===== src/rtl/spi_slave_packet_tx.sv =====
// spi_slave_packet_tx
// SPI slave transmitter that streams a fixed-format sensor packet on MISO.
// SCK and CS are oversampled in the clk domain; they are never used as clocks.
//
// Packet: HEADER, words[0..NUM_WORDS-1] (MSB byte first), flags, seq,
// and an optional 8-bit checksum. All bits are sent MSB first.
//
// Build option:
//   SPI_SLAVE_CHECKSUM_EN  append the mod-256 checksum byte
//                          (packet = 2*NUM_WORDS+4 bytes, else +3)
//
// Ports:
//   clk          system clock, at least 8x f_sck
//   rst_n        asynchronous active-low reset
//   cs_n         MCU chip select (async, active low)
//   sck          MCU SPI clock (async)
//   sdo          MISO data (shift register MSB)
//   sdo_oe       MISO output enable, = !cs_n
//   words        packed 16-bit words, word 0 in the LSBs
//   flags        status flags byte
//   busy         frame in progress (LOAD or SHIFT)
//   frame_done   one-cycle pulse at the end of a complete frame
//   frame_abort  one-cycle pulse when CS rises before the last bit
//   seq          sequence number of the next frame

module spi_slave_packet_tx #(
    parameter int         NUM_WORDS = 7,
    parameter logic [7:0] HEADER    = 8'hAA,
    parameter bit         CPOL      = 1'b0,
    parameter bit         CPHA      = 1'b0
) (
    input  logic                   clk,
    input  logic                   rst_n,
    input  logic                   cs_n,
    input  logic                   sck,
    output logic                   sdo,
    output logic                   sdo_oe,
    input  logic [16*NUM_WORDS-1:0] words,
    input  logic [7:0]             flags,
    output logic                   busy,
    output logic                   frame_done,
    output logic                   frame_abort,
    output logic [7:0]             seq
);

`ifdef SPI_SLAVE_CHECKSUM_EN
    localparam int PB = 2 * NUM_WORDS + 4;
`else
    localparam int PB = 2 * NUM_WORDS + 3;
`endif

    localparam logic [6:0] PB_C    = 7'(PB);
    localparam logic [6:0] LAST_C  = 7'(PB - 1);
    localparam logic [6:0] W2_C    = 7'(2 * NUM_WORDS);
    localparam logic [6:0] FLAGS_C = 7'(2 * NUM_WORDS + 1);
    localparam logic [6:0] SEQ_C   = 7'(2 * NUM_WORDS + 2);

    typedef enum logic [1:0] {
        S_IDLE,
        S_LOAD,
        S_SHIFT,
        S_DONE
    } state_e;

    // ------------------------------------------------------------------
    // Pin synchronizers: [0],[1] synchronize, [2] is the edge reference
    // ------------------------------------------------------------------
    logic [2:0] cs_sync_q;
    logic [2:0] sck_sync_q;

    always_ff @(posedge clk or negedge rst_n) begin
        if (!rst_n) begin
            cs_sync_q  <= 3'b111;
            sck_sync_q <= {3{CPOL}};
        end else begin
            cs_sync_q  <= {cs_sync_q[1:0], cs_n};
            sck_sync_q <= {sck_sync_q[1:0], sck};
        end
    end

    logic cs_fall;
    logic cs_rise;
    logic sck_rise;
    logic sck_fall;
    logic lead_edge;
    logic trail_edge;
    logic launch;

    assign cs_fall    = cs_sync_q[2] & ~cs_sync_q[1];
    assign cs_rise    = ~cs_sync_q[2] & cs_sync_q[1];
    assign sck_rise   = ~sck_sync_q[2] & sck_sync_q[1];
    assign sck_fall   = sck_sync_q[2] & ~sck_sync_q[1];
    assign lead_edge  = CPOL ? sck_fall : sck_rise;
    assign trail_edge = CPOL ? sck_rise : sck_fall;
    // Slave launches on the edge the MCU does not sample on
    assign launch     = CPHA ? lead_edge : trail_edge;

    // ------------------------------------------------------------------
    // State
    // ------------------------------------------------------------------
    state_e                   state_q, state_d;
    logic [7:0]               sr_q, sr_d;
    logic [2:0]               bit_cnt_q, bit_cnt_d;
    logic [6:0]               byte_cnt_q, byte_cnt_d;
    logic                     first_q, first_d;
    logic [16*NUM_WORDS-1:0]  snap_w_q, snap_w_d;
    logic [7:0]               snap_f_q, snap_f_d;
    logic [7:0]               seq_q, seq_d;
    logic                     abort_q, abort_d;
    logic                     fall_pend_q, fall_pend_d;
`ifdef SPI_SLAVE_CHECKSUM_EN
    logic [7:0]               csum_q, csum_d;
`endif

    // Last packet bit is on sdo once bit 0 of the last byte is presented
    logic complete;
    assign complete = (byte_cnt_q == PB_C) ||
                      ((byte_cnt_q == LAST_C) && (bit_cnt_q == 3'd7));

    // ------------------------------------------------------------------
    // FSM: state register
    // ------------------------------------------------------------------
    always_ff @(posedge clk or negedge rst_n) begin
        if (!rst_n) begin
            state_q <= S_IDLE;
        end else begin
            state_q <= state_d;
        end
    end

    // ------------------------------------------------------------------
    // FSM: next state
    // ------------------------------------------------------------------
    always_comb begin
        state_d = state_q;
        unique case (state_q)
            S_IDLE: begin
                if (cs_fall || fall_pend_q) state_d = S_LOAD;
            end
            S_LOAD: begin
                state_d = cs_rise ? S_IDLE : S_SHIFT;
            end
            S_SHIFT: begin
                if (cs_rise) state_d = complete ? S_DONE : S_IDLE;
            end
            S_DONE: begin
                state_d = S_IDLE;
            end
            default: begin
                state_d = S_IDLE;
            end
        endcase
    end

    // ------------------------------------------------------------------
    // FSM: outputs
    // ------------------------------------------------------------------
    always_comb begin
        busy        = (state_q == S_LOAD) || (state_q == S_SHIFT);
        frame_done  = (state_q == S_DONE);
        frame_abort = abort_q;
        seq         = seq_q;
        sdo         = sr_q[7];
        sdo_oe      = ~cs_n;
    end

    // ------------------------------------------------------------------
    // Next packet byte, indexed by the byte that follows the current one
    // ------------------------------------------------------------------
    logic [6:0] nidx;
    logic [7:0] nb;

    assign nidx = byte_cnt_q + 7'd1;

    // The word snapshot shifts right by one word after each LSB byte,
    // so the word being sent is always in snap_w_q[15:0].
    always_comb begin
        nb = 8'h00;
        if (nidx <= W2_C) begin
            nb = nidx[0] ? snap_w_q[15:8] : snap_w_q[7:0];
        end else if (nidx == FLAGS_C) begin
            nb = snap_f_q;
        end else if (nidx == SEQ_C) begin
            nb = seq_q;
`ifdef SPI_SLAVE_CHECKSUM_EN
        end else if (nidx == LAST_C) begin
            nb = csum_q;
`endif
        end
    end

    // ------------------------------------------------------------------
    // Datapath next state
    // ------------------------------------------------------------------
    always_comb begin
        sr_d       = sr_q;
        bit_cnt_d  = bit_cnt_q;
        byte_cnt_d = byte_cnt_q;
        first_d    = first_q;
        snap_w_d   = snap_w_q;
        snap_f_d   = snap_f_q;
`ifdef SPI_SLAVE_CHECKSUM_EN
        csum_d     = csum_q;
`endif
        seq_d       = (state_q == S_DONE) ? seq_q + 8'd1 : seq_q;
        fall_pend_d = (state_q == S_DONE) && cs_fall;
        abort_d     = cs_rise &&
                      ((state_q == S_LOAD) ||
                       ((state_q == S_SHIFT) && !complete));

        unique case (state_q)
            S_IDLE: begin
                sr_d       = HEADER;
                bit_cnt_d  = 3'd0;
                byte_cnt_d = 7'd0;
                first_d    = CPHA;
            end
            S_LOAD: begin
                sr_d       = HEADER;
                bit_cnt_d  = 3'd0;
                byte_cnt_d = 7'd0;
                first_d    = CPHA;
                snap_w_d   = words;
                snap_f_d   = flags;
`ifdef SPI_SLAVE_CHECKSUM_EN
                csum_d     = 8'h00;
`endif
            end
            S_SHIFT: begin
                // CS rise has priority over a coincident SCK edge
                if (launch && !cs_rise) begin
                    if (first_q) begin
                        // CPHA=1: first launch only presents bit 7
                        first_d = 1'b0;
                    end else if (bit_cnt_q == 3'd7) begin
                        sr_d      = nb;
                        bit_cnt_d = 3'd0;
                        if (byte_cnt_q != PB_C) byte_cnt_d = nidx;
                        if ((nidx <= W2_C) && !nidx[0]) begin
                            snap_w_d = snap_w_q >> 16;
                        end
`ifdef SPI_SLAVE_CHECKSUM_EN
                        // HEADER is folded in with the first loaded byte
                        if (nidx <= SEQ_C) begin
                            csum_d = csum_q + nb +
                                     ((byte_cnt_q == 7'd0) ? HEADER : 8'h00);
                        end
`endif
                    end else begin
                        sr_d      = {sr_q[6:0], 1'b0};
                        bit_cnt_d = bit_cnt_q + 3'd1;
                    end
                end
            end
            S_DONE: begin
            end
            default: begin
            end
        endcase
    end

    // ------------------------------------------------------------------
    // Datapath registers
    // ------------------------------------------------------------------
    always_ff @(posedge clk or negedge rst_n) begin
        if (!rst_n) begin
            sr_q        <= HEADER;
            bit_cnt_q   <= 3'd0;
            byte_cnt_q  <= 7'd0;
            first_q     <= CPHA;
            snap_w_q    <= '0;
            snap_f_q    <= 8'h00;
            seq_q       <= 8'h00;
            abort_q     <= 1'b0;
            fall_pend_q <= 1'b0;
`ifdef SPI_SLAVE_CHECKSUM_EN
            csum_q      <= 8'h00;
`endif
        end else begin
            sr_q        <= sr_d;
            bit_cnt_q   <= bit_cnt_d;
            byte_cnt_q  <= byte_cnt_d;
            first_q     <= first_d;
            snap_w_q    <= snap_w_d;
            snap_f_q    <= snap_f_d;
            seq_q       <= seq_d;
            abort_q     <= abort_d;
            fall_pend_q <= fall_pend_d;
`ifdef SPI_SLAVE_CHECKSUM_EN
            csum_q      <= csum_d;
`endif
        end
    end

endmodule


===== config.mk =====
export PLATFORM = sky130hd
export DESIGN_NAME = spi_slave_packet_tx
export DESIGN_NICKNAME = d
export VERILOG_FILES = /design/src/rtl/spi_slave_packet_tx.sv
export SDC_FILE = /design/constraint.sdc
export NUM_CORES = 1
export LEC_CHECK = 0
export CAP_MARGIN = 20
export CELL_PAD_IN_SITES_DETAIL_PLACEMENT = 0
export CELL_PAD_IN_SITES_GLOBAL_PLACEMENT = 2
export CORE_UTILIZATION = 33
export CTS_BUF_LIST = sky130_fd_sc_hd__clkbuf_16
export CTS_CLUSTER_DIAMETER = 200
export DETAILED_ROUTE_END_ITERATION = 6
export HOLD_SLACK_MARGIN = 0.05
export PLACE_DENSITY = 0.81
export SLEW_MARGIN = 20
export SYNTH_ARGS = -nofsm -noshare
export SYNTH_HDL_FRONTEND = slang
export SYNTH_SLANG_ARGS = --single-unit

===== constraint.sdc =====
create_clock -name clk -period 3.3 [get_ports clk]
set_clock_uncertainty 0.1 [all_clocks]
set_input_delay 0.66 -clock clk [delete_from_list [all_inputs] [get_ports clk]]
set_output_delay 0.66 -clock clk [all_outputs]
set_load 0.02 [all_outputs]

==> impl_metrics.yaml <==
worst_setup_path:
  path_buf_inv: 3
  critPathTopFamily: "buffers and inverters"
  startpoint_type: "register"
  required_ns: 3.54
  cp_max_fo: 110
  crit_type: "register to register"
  reg2reg_depth: 9
  end_kind: "register"
  rr_endpoint: "snap_w_q[98]$_DFFE_PN0P_"
  path_common_cell: "buf_4"
  reg2reg_slack_ns: 0.41
  max_stage_delay_ns: 0.50
  cp_cell_sequence: "ha_1 > and3_1 > o22ai_2 > a41oi_4 > buf_4 > buf_12 > nor3_1 > buf_4 > o21ai_0"
  slowest_stage: "dfrtp_1"
  regToRegStartpoint: "byte_cnt_q[1]$_DFFE_PN0P_"
  cp.arrival_ns: 3.13
timing:
  tightest_slew_ns: 0.724
  hold_violations: 0
  slew_viol_final: 0
  max_slew_margin_pct: 51.2
  setup_tns_ns: 0
  timing.final.crit_share_pct: 87.5
  setup_viol: 0
  grt_setup_unrepaired: "no"
  period_needed_ns: 2.89
  fmax_mhz: 347
synth:
  synth-main-ff-cell: "dfrtp_1"
  synth_cell_type_count: 58
  netlist_instances: 1081
  syn-num-nets: 1218
  synth_area_per_cell_um2: 8.54
  synth-seq-cells: 156
  synth_top_area_share_pct: 40.4
  yosys-top-cells-area: "dfrtp_1, nor2_1, o32a_1, a211oi_1, nor4_1"
  synth_edf_count: 0
  yosysTopAreaCell: "dfrtp_1"
  ys_warn_count: 0
  seq_area_frac_synth_pct: 42.4
  synthArstFlopShare_pct: 100
  synth_area_mm2: 0.00923
cts:
  path_clk_slew_ns: 0.06
  cts_tree: "built"
  cts.htree.levels: 4
  clockBufferDepth: 2
  root_buffer: "clkbuf_16"
  cts_resized: 0
  cts_buffers: 17
  ctsHoldBuffers: 0
  insertion_delay_ns: 0.43
  cts_setup_buffers: 0
  clock-sinks: 156
finish:
  n_antenna_cell: 0
  area_growth_pct: 25.6
  fin_cells: 1546
  drive_above_1_share_pct: 7.67
  n_fill_cell: 2734
  nNetsFinal: 1298
global_routing:
  overflow: 0
  grt_usage_pct: 20.5
  grt_start_max_net_pins: 150
  grt_pass1_wl_um: 45500
  grt_pass1_vias: 7966
  antenna_found_initial: 0
place:
  place_inst: 1513
  place.gp.congestion: 0.874
  io_buffers: 136
  hpwlAfterDp_um: 18800
floorplan:
  die_area_mm2: 0.0286
  die_x_um: 169
  floorplan.initialDensity_pct: 34.0
  placementRows: 60
  ioPinCount: 137
  die_h_um: 169
  core-area_mm2: 0.0272
pwr:
  power_density_mw_per_mm2: 806
  leakage_nw: 4.47
  peakVddDrop_mv: 0.435
detailed_routing:
  ant_nets: 0
  routed_wirelength_um: 29200
  viasPerCell: 5.49
  drt_iter0_markers: 772
  firstDrtPassIters: 5
  via_count: 8487
  drc: 0
  wl_per_cell_um: 18.9
outcome:
  status: "finished clean"
flow_run:
  cap_viol_max_count: 0
hold_path:
  hp-class: "input port to async pin"
cell families after synthesis:
kind of cell / count (synthesis) / share of synthesized area, %
mux: 14 / 1.61
buf+inv: 119 / 5.75
compound gates: 259 / 23.1
xor+xnor: 8 / 0.759
flops: 156 / 42.4
simple gates: 512 / 24.6
fa+ha+maj: 13 / 1.76
metal layers:
layer | track usage, % | wire [um]
met4 | 6.58 | 657
met3 | 2.99 | 943
met2 | 31.8 | 13700
met1 | 29.1 | 13900
met5 | 0 | 0
power breakdown:
group          internal, W  leakage [nW]  switching [W]
clock network      0.00134         0.324       0.000839
logic              0.00174          2.32        0.00206
registers          0.00277          1.82       0.000585
total              0.00586          4.46        0.00349
cells in the mapped netlist, types with 13 or more instances:
library cell / n
clkbuf_1: 67
a211oi_1: 45
nor3_1: 54
inv_1: 14
nor4_1: 45
ha_1: 13
o32a_1: 89
nand2b_1: 23
a22oi_1: 17
o21ai_0: 35
buf_2: 21
nor2_1: 301
dfrtp_1: 149
nand2_1: 45
sequential cells by signal (all words and copies together) (netlist names):
name / cells
bit_cnt_q: 3
byte_cnt_q: 7
cs_sync_q: 3
fall_pend_q: 1
frame_abort: 1
sck_sync_q: 3
seq: 8
snap_f_q: 8
snap_w_q: 112
sr_q: 8
state_q: 2
worst max path at each step:
stage                                     end  depth (start not counted)                 startpoint  slack, ns
floorplan            snap_w_q[80]$_DFFE_PN0P_                         10  byte_cnt_q[0]$_DFFE_PN0P_       0.69
global placement     snap_w_q[20]$_DFFE_PN0P_                          7  byte_cnt_q[0]$_DFFE_PN0P_       0.24
detailed placement   snap_w_q[34]$_DFFE_PN0P_                          6  byte_cnt_q[0]$_DFFE_PN0P_       0.20
CTS                  snap_w_q[34]$_DFFE_PN0P_                          6  byte_cnt_q[0]$_DFFE_PN0P_       0.19
global route        snap_w_q[110]$_DFFE_PN0P_                          8  byte_cnt_q[1]$_DFFE_PN0P_       0.20
finish               snap_w_q[98]$_DFFE_PN0P_                          9  byte_cnt_q[1]$_DFFE_PN0P_       0.41
final cells by class:
class	count	area (um^2)	share of cell area, %
Multi-Input combinational cell	806	4840	41.7
Clock inverter	15	220	1.90
Tap cell	372	465	4.01
Inverter	14	52.6	0.453
Timing Repair Buffer	166	1680	14.5
Clock buffer	17	425	3.67
Sequential cell	156	3910	33.7
stage by stage:
stage                     power, W  utilization, %  cell area [um^2]  setup WS [ns]  hold slack [ns]
after global placement     0.00717            40.2             10900          0.240            0.248
final                      0.00934            42.7             11600          0.414           0.0798
after detailed placement   0.00723            40.2             10900          0.195            0.247
after global routing        0.0100            42.7             11600          0.199            0.149
after floorplan            0.00596               -              9230          0.694            0.231
after CTS                  0.00945            42.6             11600          0.185            0.118
layout by cell type (no fill, tap or decap), drive strengths merged, types with 4 or more instances in the layout:
| master | netlist | final |
|---|---|---|
| a22oi | 17 | 17 |
| and3 | 4 | 4 |
| ha | 13 | 13 |
| a211oi | 45 | 45 |
| nand2 | 45 | 45 |
| o211a | 7 | 7 |
| clkbuf | 68 | 17 |
| xnor2 | 5 | 5 |
| nor4 | 45 | 45 |
| clkdlybuf4s50 | 0 | 135 |
| inv | 14 | 18 |
| a221oi | 4 | 4 |
| a31oi | 4 | 4 |
| o22ai | 4 | 4 |
| a21oi | 12 | 12 |
| mux2i | 7 | 7 |
| nor2 | 301 | 301 |
| nand4 | 11 | 11 |
| dfstp | 7 | 7 |
| mux2 | 7 | 7 |
| a211o | 4 | 4 |
| and2 | 6 | 6 |
| nor2b | 8 | 8 |
| buf | 37 | 31 |
| clkinv | 0 | 6 |
| a21o | 4 | 4 |
| dfrtp | 149 | 149 |
| nand3 | 6 | 6 |
| bufinv | 0 | 5 |
| o31ai | 6 | 6 |
| a32oi | 4 | 4 |
| o21ai | 37 | 37 |
| o32ai | 8 | 8 |
| nand2b | 23 | 23 |
| nor3 | 55 | 55 |
| o32a | 89 | 89 |
(Power assumes the default switching activity.)
